`config.mk`:
```
export PLATFORM = sky130hd
export DESIGN_NAME = sba_branch_resolve
export DESIGN_NICKNAME = d
export VERILOG_FILES = /design/src/rtl/sba_branch_resolve_pkg.sv /design/src/rtl/sba_branch_resolve_sync_fifo.sv /design/src/rtl/sba_branch_resolve.sv
export SDC_FILE = /design/constraint.sdc
export NUM_CORES = 1
export LEC_CHECK = 0
export CORE_MARGIN = 1
export CORE_UTILIZATION = 53
export CTS_BUF_LIST = sky130_fd_sc_hd__clkbuf_16
export DETAILED_ROUTE_END_ITERATION = 12
export PLACE_DENSITY = 0.8
export SLEW_MARGIN = 20
export SYNTH_ARGS = -nofsm -noshare
export SYNTH_HDL_FRONTEND = slang
export SYNTH_SLANG_ARGS = --single-unit
```
`constraint.sdc`:
```
create_clock -name clk -period 2.4 [get_ports clk]
set_input_delay 0.48 -clock clk [delete_from_list [all_inputs] [get_ports clk]]
set_output_delay 0.48 -clock clk [all_outputs]
set_load 0.03 [all_outputs]
```
`src/rtl/sba_branch_resolve_pkg.sv`:
```
// Shared widths and the BPU update record used by the SBA branch-resolve stage.
// The update record is {pc, take, dest}; its packed layout is the FIFO entry format.
package sba_branch_resolve_pkg;

    localparam int SINGLE_WORD_W    = 32;
    localparam int GPR_NUM_W        = 5;
    localparam int REPAIR_ACTION_W  = 4;
    localparam int ALL_CHECKPOINT_W = 8;
    localparam int NEED_REPAIR      = REPAIR_ACTION_W - 1;
    localparam int UPD_DEPTH_DEF    = 4;

    typedef struct packed {
        logic [SINGLE_WORD_W-1:0] pc;
        logic                     take;
        logic [SINGLE_WORD_W-1:0] dest;
    } bpu_upd_t;

    localparam int UPD_ENTRY_W = $bits(bpu_upd_t);

endpackage

```
`src/rtl/sba_branch_resolve_sync_fifo.sv`:
```
// Small synchronous FIFO for BPU training updates; head data is read combinationally.
// A push into a full FIFO is accepted only when a pop happens in the same cycle.
module sba_branch_resolve_sync_fifo
    import sba_branch_resolve_pkg::*;
#(
    parameter int WIDTH = UPD_ENTRY_W,
    parameter int DEPTH = UPD_DEPTH_DEF
) (
    input  logic             clk,
    input  logic             rst,
    input  logic             push,
    input  logic             pop,
    input  logic [WIDTH-1:0] din,
    output logic [WIDTH-1:0] dout,
    output logic             full,
    output logic             empty
);

    localparam int AW = $clog2(DEPTH);

    logic [WIDTH-1:0] mem [DEPTH];
    logic [AW-1:0]    wr_ptr;
    logic [AW-1:0]    rd_ptr;
    logic [AW:0]      count;
    logic             do_push;
    logic             do_pop;

    assign full    = (count == (AW+1)'(DEPTH));
    assign empty   = (count == '0);
    assign do_pop  = pop & ~empty;
    assign do_push = push & (~full | do_pop);
    assign dout    = mem[rd_ptr];

    // NOTE: the array is reset so the head outputs read as zero while empty after reset.
    always_ff @(posedge clk or negedge rst) begin
        if (!rst) begin
            for (int i = 0; i < DEPTH; i++) begin
                mem[i] <= '0;
            end
        end else if (do_push) begin
            mem[wr_ptr] <= din;
        end
    end

    // NOTE: sequential state uses non-blocking assignments so every register samples pre-edge values.
    always_ff @(posedge clk or negedge rst) begin
        if (!rst) begin
            wr_ptr <= '0;
            rd_ptr <= '0;
            count  <= '0;
        end else begin
            if (do_push) wr_ptr <= wr_ptr + 1'b1;
            if (do_pop)  rd_ptr <= rd_ptr + 1'b1;
            case ({do_push, do_pop})
                2'b10:   count <= count + 1'b1;
                2'b01:   count <= count - 1'b1;
                default: count <= count;
            endcase
        end
    end

endmodule

```
`src/rtl/sba_branch_resolve.sv`:
```
// SBA stage: registers EXE_up's resolved branch, raises a one-shot mispredict flush,
// forwards the ALU result and queues every resolved branch for BPU training.
module sba_branch_resolve
    import sba_branch_resolve_pkg::*;
#(
    parameter int UPD_DEPTH = UPD_DEPTH_DEF,
    parameter int REPAIR_W  = REPAIR_ACTION_W,
    parameter int CKPT_W    = ALL_CHECKPOINT_W
) (
    input  logic                clk,
    input  logic                rst,
    input  logic                EXE_up_valid_w_i,
    input  logic [31:0]         EXE_up_VAddr_i,
    input  logic [4:0]          EXE_up_writeNum_i,
    input  logic [31:0]         EXE_up_aluRes_i,
    input  logic                EXE_up_isBranch_i,
    input  logic                EXE_up_branchRisk_i,
    input  logic                EXE_up_corrTake_i,
    input  logic [31:0]         EXE_up_corrDest_i,
    input  logic [REPAIR_W-1:0] EXE_up_repairAction_i,
    input  logic [CKPT_W-1:0]   EXE_up_checkPoint_i,
    input  logic                NEXT_allowin_w_i,
    input  logic                CP0_excOccur_w_i,
    output logic                SBA_allowin_w_o,
    output logic                SBA_valid_w_o,
    output logic [4:0]          SBA_writeNum_o,
    output logic [31:0]         SBA_aluRes_o,
    output logic                SBA_flush_w_o,
    output logic [31:0]         SBA_redirectPC_o,
    output logic [REPAIR_W-1:0] SBA_repairAction_o,
    output logic [CKPT_W-1:0]   SBA_checkPoint_o,
    output logic                BPU_updValid_o,
    input  logic                BPU_updReady_i,
    output logic [31:0]         BPU_updPC_o,
    output logic                BPU_updTake_o,
    output logic [31:0]         BPU_updDest_o,
    output logic [31:0]         SBA_mispredCnt_o
);

    logic                has_data;
    logic                flush_sent;
    logic [31:0]         vaddr_r;
    logic [4:0]          write_num_r;
    logic [31:0]         alu_res_r;
    logic                is_branch_r;
    logic                branch_risk_r;
    logic                corr_take_r;
    logic [31:0]         corr_dest_r;
    logic [REPAIR_W-1:0] repair_action_r;
    logic [CKPT_W-1:0]   check_point_r;
    logic [31:0]         mispred_cnt;

    logic     fire_in;
    logic     fire_out;
    logic     fifo_block;
    logic     fifo_full;
    logic     fifo_empty;
    logic     fifo_push;
    logic     fifo_pop;
    bpu_upd_t upd_in;
    bpu_upd_t upd_head;

    assign fifo_pop   = BPU_updValid_o & BPU_updReady_i;
    assign fifo_block = is_branch_r & fifo_full & ~fifo_pop;
    assign fire_out   = has_data & NEXT_allowin_w_i & ~fifo_block;
    // Gated by rst so the stage advertises nothing while reset is held.
    assign SBA_allowin_w_o = rst & (~has_data | fire_out);
    assign fire_in         = EXE_up_valid_w_i & SBA_allowin_w_o;
    assign fifo_push       = fire_out & is_branch_r & ~CP0_excOccur_w_i;

    assign SBA_valid_w_o      = has_data & ~fifo_block & ~CP0_excOccur_w_i;
    assign SBA_flush_w_o      = has_data & branch_risk_r & ~flush_sent & ~CP0_excOccur_w_i;
    assign SBA_writeNum_o     = write_num_r;
    assign SBA_aluRes_o       = alu_res_r;
    assign SBA_redirectPC_o   = corr_dest_r;
    assign SBA_repairAction_o = repair_action_r;
    assign SBA_checkPoint_o   = check_point_r;
    assign SBA_mispredCnt_o   = mispred_cnt;

    always_ff @(posedge clk or negedge rst) begin
        if (!rst) begin
            vaddr_r         <= '0;
            write_num_r     <= '0;
            alu_res_r       <= '0;
            is_branch_r     <= 1'b0;
            branch_risk_r   <= 1'b0;
            corr_take_r     <= 1'b0;
            corr_dest_r     <= '0;
            repair_action_r <= '0;
            check_point_r   <= '0;
        end else if (fire_in) begin
            vaddr_r         <= EXE_up_VAddr_i;
            write_num_r     <= EXE_up_writeNum_i;
            alu_res_r       <= EXE_up_aluRes_i;
            is_branch_r     <= EXE_up_isBranch_i;
            branch_risk_r   <= EXE_up_branchRisk_i;
            corr_take_r     <= EXE_up_corrTake_i;
            corr_dest_r     <= EXE_up_corrDest_i;
            repair_action_r <= EXE_up_repairAction_i;
            check_point_r   <= EXE_up_checkPoint_i;
        end
    end

    // A new instruction re-arms the flush even when it arrives in the flush cycle.
    always_ff @(posedge clk or negedge rst) begin
        if (!rst) begin
            has_data   <= 1'b0;
            flush_sent <= 1'b0;
        end else if (CP0_excOccur_w_i) begin
            has_data   <= 1'b0;
            flush_sent <= 1'b0;
        end else begin
            has_data <= fire_in | (has_data & ~fire_out);
            if (fire_in)
                flush_sent <= 1'b0;
            else if (SBA_flush_w_o)
                flush_sent <= 1'b1;
        end
    end

    always_ff @(posedge clk or negedge rst) begin
        if (!rst)
            mispred_cnt <= '0;
        else if (SBA_flush_w_o && mispred_cnt != '1)
            mispred_cnt <= mispred_cnt + 32'd1;
    end

    assign upd_in = '{pc: vaddr_r, take: corr_take_r, dest: corr_dest_r};

    sba_branch_resolve_sync_fifo #(
        .WIDTH (UPD_ENTRY_W),
        .DEPTH (UPD_DEPTH)
    ) u_upd_fifo (
        .clk   (clk),
        .rst   (rst),
        .push  (fifo_push),
        .pop   (fifo_pop),
        .din   (upd_in),
        .dout  (upd_head),
        .full  (fifo_full),
        .empty (fifo_empty)
    );

    assign BPU_updValid_o = ~fifo_empty;
    assign BPU_updPC_o    = upd_head.pc;
    assign BPU_updTake_o  = upd_head.take;
    assign BPU_updDest_o  = upd_head.dest;

endmodule

```
==> metrics.md <==
| Metric | Value |
|---|---|
| Width of the die | 186 um |
| Power Dens Cells | 1020 nW/um2 |
| Dominant cell by count in the synthesized netlist | dfrtp_1 |
| EDFF count, synth | 0 |
| Buf+Inv Stages, Crit Path | 4 |
| Hold buffers post-CTS | 0 |
| CTS Buf Count | 44 |
| First-pass GRT wire length | 62.0 mm |
| Final setup viols | 65 |
| Syn_nets | 1,231 |
| F_max | 381 MHz |
| Cell Chain, Critical Path | buf_12 > buf_12 > bufbuf_16 > mux4_2 > buf_6 |
| DR pass1 iterations | 4 |
| Crit path top cell by count | buf_12 |
| Peak VDD IR | 0.650 mV |
| Maxcap violations | 0 |
| Initial antenna violation count | 0 |
| Rel. slew slack | 34.9% |
| Post-DP HPWL | 24.7 mm |
| Crit-path max FO | 4 |
| Crit Path Category | flop to output pin |
| CP endpoint kind | output pin |
| Final Instance Area | 23,300 um2 |
| CP startpoint kind | flop |
| Overall power | 23.6 mW |
| FF+latch count, synth | 417 |
| Synth area leaders | dfrtp_1 58%, mux2_2 22%, mux4_2 8.2% |
| DP Worst Slack | -0.127 ns |
| Overall routing resource usage | 23.1% |
| Leakage | 10.9 nW |
| Antenna Cells | 0 |
| PortBufs | 303 |
| Setup WS post-layout | -0.223 ns |
| Layout cells sized above 1 | 45.2% |
| Post-DP Area | 21,500 um2 |
| Core area | 32,900 um2 |
| Clock tree buffer depth | 3 |
| Final GP Congestion | 0.777 |
| Drt total wl | 39.1 mm |
| Sinks on Clock Net | 417 |
| Via count | 10,408 |
| Leading area contributor after synthesis | dfrtp_1 |
| Die height | 186 um |
| Least-Margin Pin Slew | 0.976 ns |
| Hold WS | 0.0845 ns |
| Largest net degree at the start of global routing | 177 |
| WL per Instance | 20.6 um |
| DR iter-0 viols | 496 |
| Req. time, crit path | 1.92 ns |
| Async set-reset flop share out of synthesis | 100% |
| Vias in the first global route | 11,548 |
| Avg Cell Area, Syn | 16.2 um2 |
| Worst Skew | 0.0226 ns |
| Netlist Area Pre-Place | 17,800 um2 |
| Tmin final | 2.62 ns |
| Sequential share of the synthesized area | 58.5% |
| Final hold violations | 0 |
| CTS root buf | clkbuf_16 |
| CP max stage delay | 0.49 ns |
| Gr ovfl total | 0 |
| Violated checks | negative setup slack |
| # DRC | 0 |
| Worst Hold Class | primary input to asynchronous set/reset pin |
| Setup_tns | -7.76 ns |
| Vias/cell | 5.48 |
| CTS tree | done |
| Die area | 34,400 um2 |
| Crit share post-route | 109% |
| I/O pin count | 304 |
| Primary FF master, synth | dfrtp_1 |
| Synth unique cells | 43 |
| Yosys synthesis warning count | 0 |
| Delay-heaviest family, CP | buffers and inverters |
| Syn Inst Count | 1,102 |
| Final nets | 1,558 |
| Row count | 66 |
| Synth cell count leaders | 417 x dfrtp_1, 348 x mux2_2, 65 x mux4_2, 37 x buf_2, 32 x buf_4 |
| Final ANT Viol Nets | 0 |
| Initial core utilization | 54.3% |
| Status | complete, but fails checks |
| Reg clk slew, reported paths | 0.06 ns |
| RSZ-0062 raised after global routing | true |
| Final Max Slew Viols | 0 |
| Worst skew pair latency | 0.53 ns |
| CP Data Arrival Time | 2.14 ns |
| Slowest-stage cell, CP | dfrtp_4 |
| Area delta synth->final | 30.4% |
| H-tree levels | 2 |
| Share of the synthesized area in the top cell type | 58.5% |
==> metrics by stage <==
stage               cells  utilization (%)
floorplan            1102                -
global placement     1807             65.4
detailed placement   1807             65.4
CTS                  1897             70.6
global route         1901             70.8
finish               1901             70.8
==> what timing repair did <==
action | 4_1_cts | 5_1_grt
pin swaps | 1 | 3
endpoints found under the setup margin | 67 | 67
buffers inserted | 11 | 4
cloned | 3 | 1
resized for setup | 242 | 17
==> state kept, by name, indices dropped and copies added, names as in the netlist <==
signal,flops
SBA_aluRes_o,32
u_upd_fifo.count,3
u_upd_fifo.rd_ptr,2
vaddr_r,32
flush_sent,1
SBA_checkPoint_o,8
SBA_repairAction_o,4
has_data,1
SBA_writeNum_o,5
u_upd_fifo.mem,260
is_branch_r,1
corr_take_r,1
u_upd_fifo.wr_ptr,2
branch_risk_r,1
SBA_mispredCnt_o,32
SBA_redirectPC_o,32
==> area by class of cell <==
cell class | instances | area [um2]
Clock buffer | 45 | 1130
Clock inverter | 31 | 256
Fill cell | 2206 | 9590
Inverter | 11 | 41.3
Multi-Input combinational cell | 584 | 6860
Sequential cell | 417 | 10400
Tap cell | 442 | 553
Timing Repair Buffer | 371 | 3990
==> placed cells by master, fill, tap and decap left out, drive strengths merged, types with 3 or more instances in the layout <==
cell,netlist,routed
nand3,9,9
dfrtp,417,417
mux2,377,377
mux4,65,65
nor3,8,8
ha,6,6
xor2,11,11
nand4,18,18
clkbuf,15,46
xnor2,25,25
nor2,8,8
nand2,24,24
inv,11,19
clkinvlp,0,5
a21oi,3,3
clkinv,0,14
and4,3,3
and3,5,5
bufinv,0,4
clkdlybuf4s50,0,233
buf,75,135
==> power by group <==
| group | internal [mW] | leakage (nW) | total [mW] | switching, mW |
|---|---|---|---|---|
| clock | 3.82 | 0.700 | 6.53 | 2.71 |
| combinational | 4.14 | 4.70 | 7.67 | 3.53 |
| sequential | 8.46 | 5.45 | 9.43 | 0.969 |
==> logic make-up after synthesis <==
kind of cell / count (synthesis) / synth area share (%)
DFF: 417 / 58.5
xor gates and xnor gates: 36 / 1.77
buffers and inverters: 101 / 3.27
adders and majority gates: 7 / 0.533
muxes: 443 / 32.7
AOI/OAI and AO/OA: 8 / 0.379
and+or+nand+nor: 90 / 2.93
==> routing by layer <==
layer | vias to the layer above | global-route usage, % | routed length (um)
met2 | 256 | 39.4 | 19700
met1 | 5460 | 29.5 | 16200
met5 | - | 0 | 0
met4 | 0 | 5.88 | 669
li1 | 4644 | - | -
met3 | 48 | 5.77 | 2510
==> worst paths after layout <==
path	end	startpoint	depth (start not counted)	slack, ns
setup / recovery	BPU_updPC_o[13]	u_upd_fifo.rd_ptr[0]$_DFFE_PN0P_	5	-0.22
hold / removal	u_upd_fifo.mem[205]$_DFFE_PN0P_	rst	2	0.08
setup reg to reg	SBA_mispredCnt_o[15]$_DFFE_PN0P_	SBA_mispredCnt_o[14]$_DFFE_PN0P_	7	0.29
hold reg to reg	u_upd_fifo.mem[112]$_DFFE_PN0P_	u_upd_fifo.mem[112]$_DFFE_PN0P_	1	0.50
max in group asynchronous	u_upd_fifo.mem[238]$_DFFE_PN0P_	rst	2	1.50
min in group clk	u_upd_fifo.mem[112]$_DFFE_PN0P_	u_upd_fifo.mem[112]$_DFFE_PN0P_	1	0.50
No activity file was read; power rests on OpenSTA's default activity.
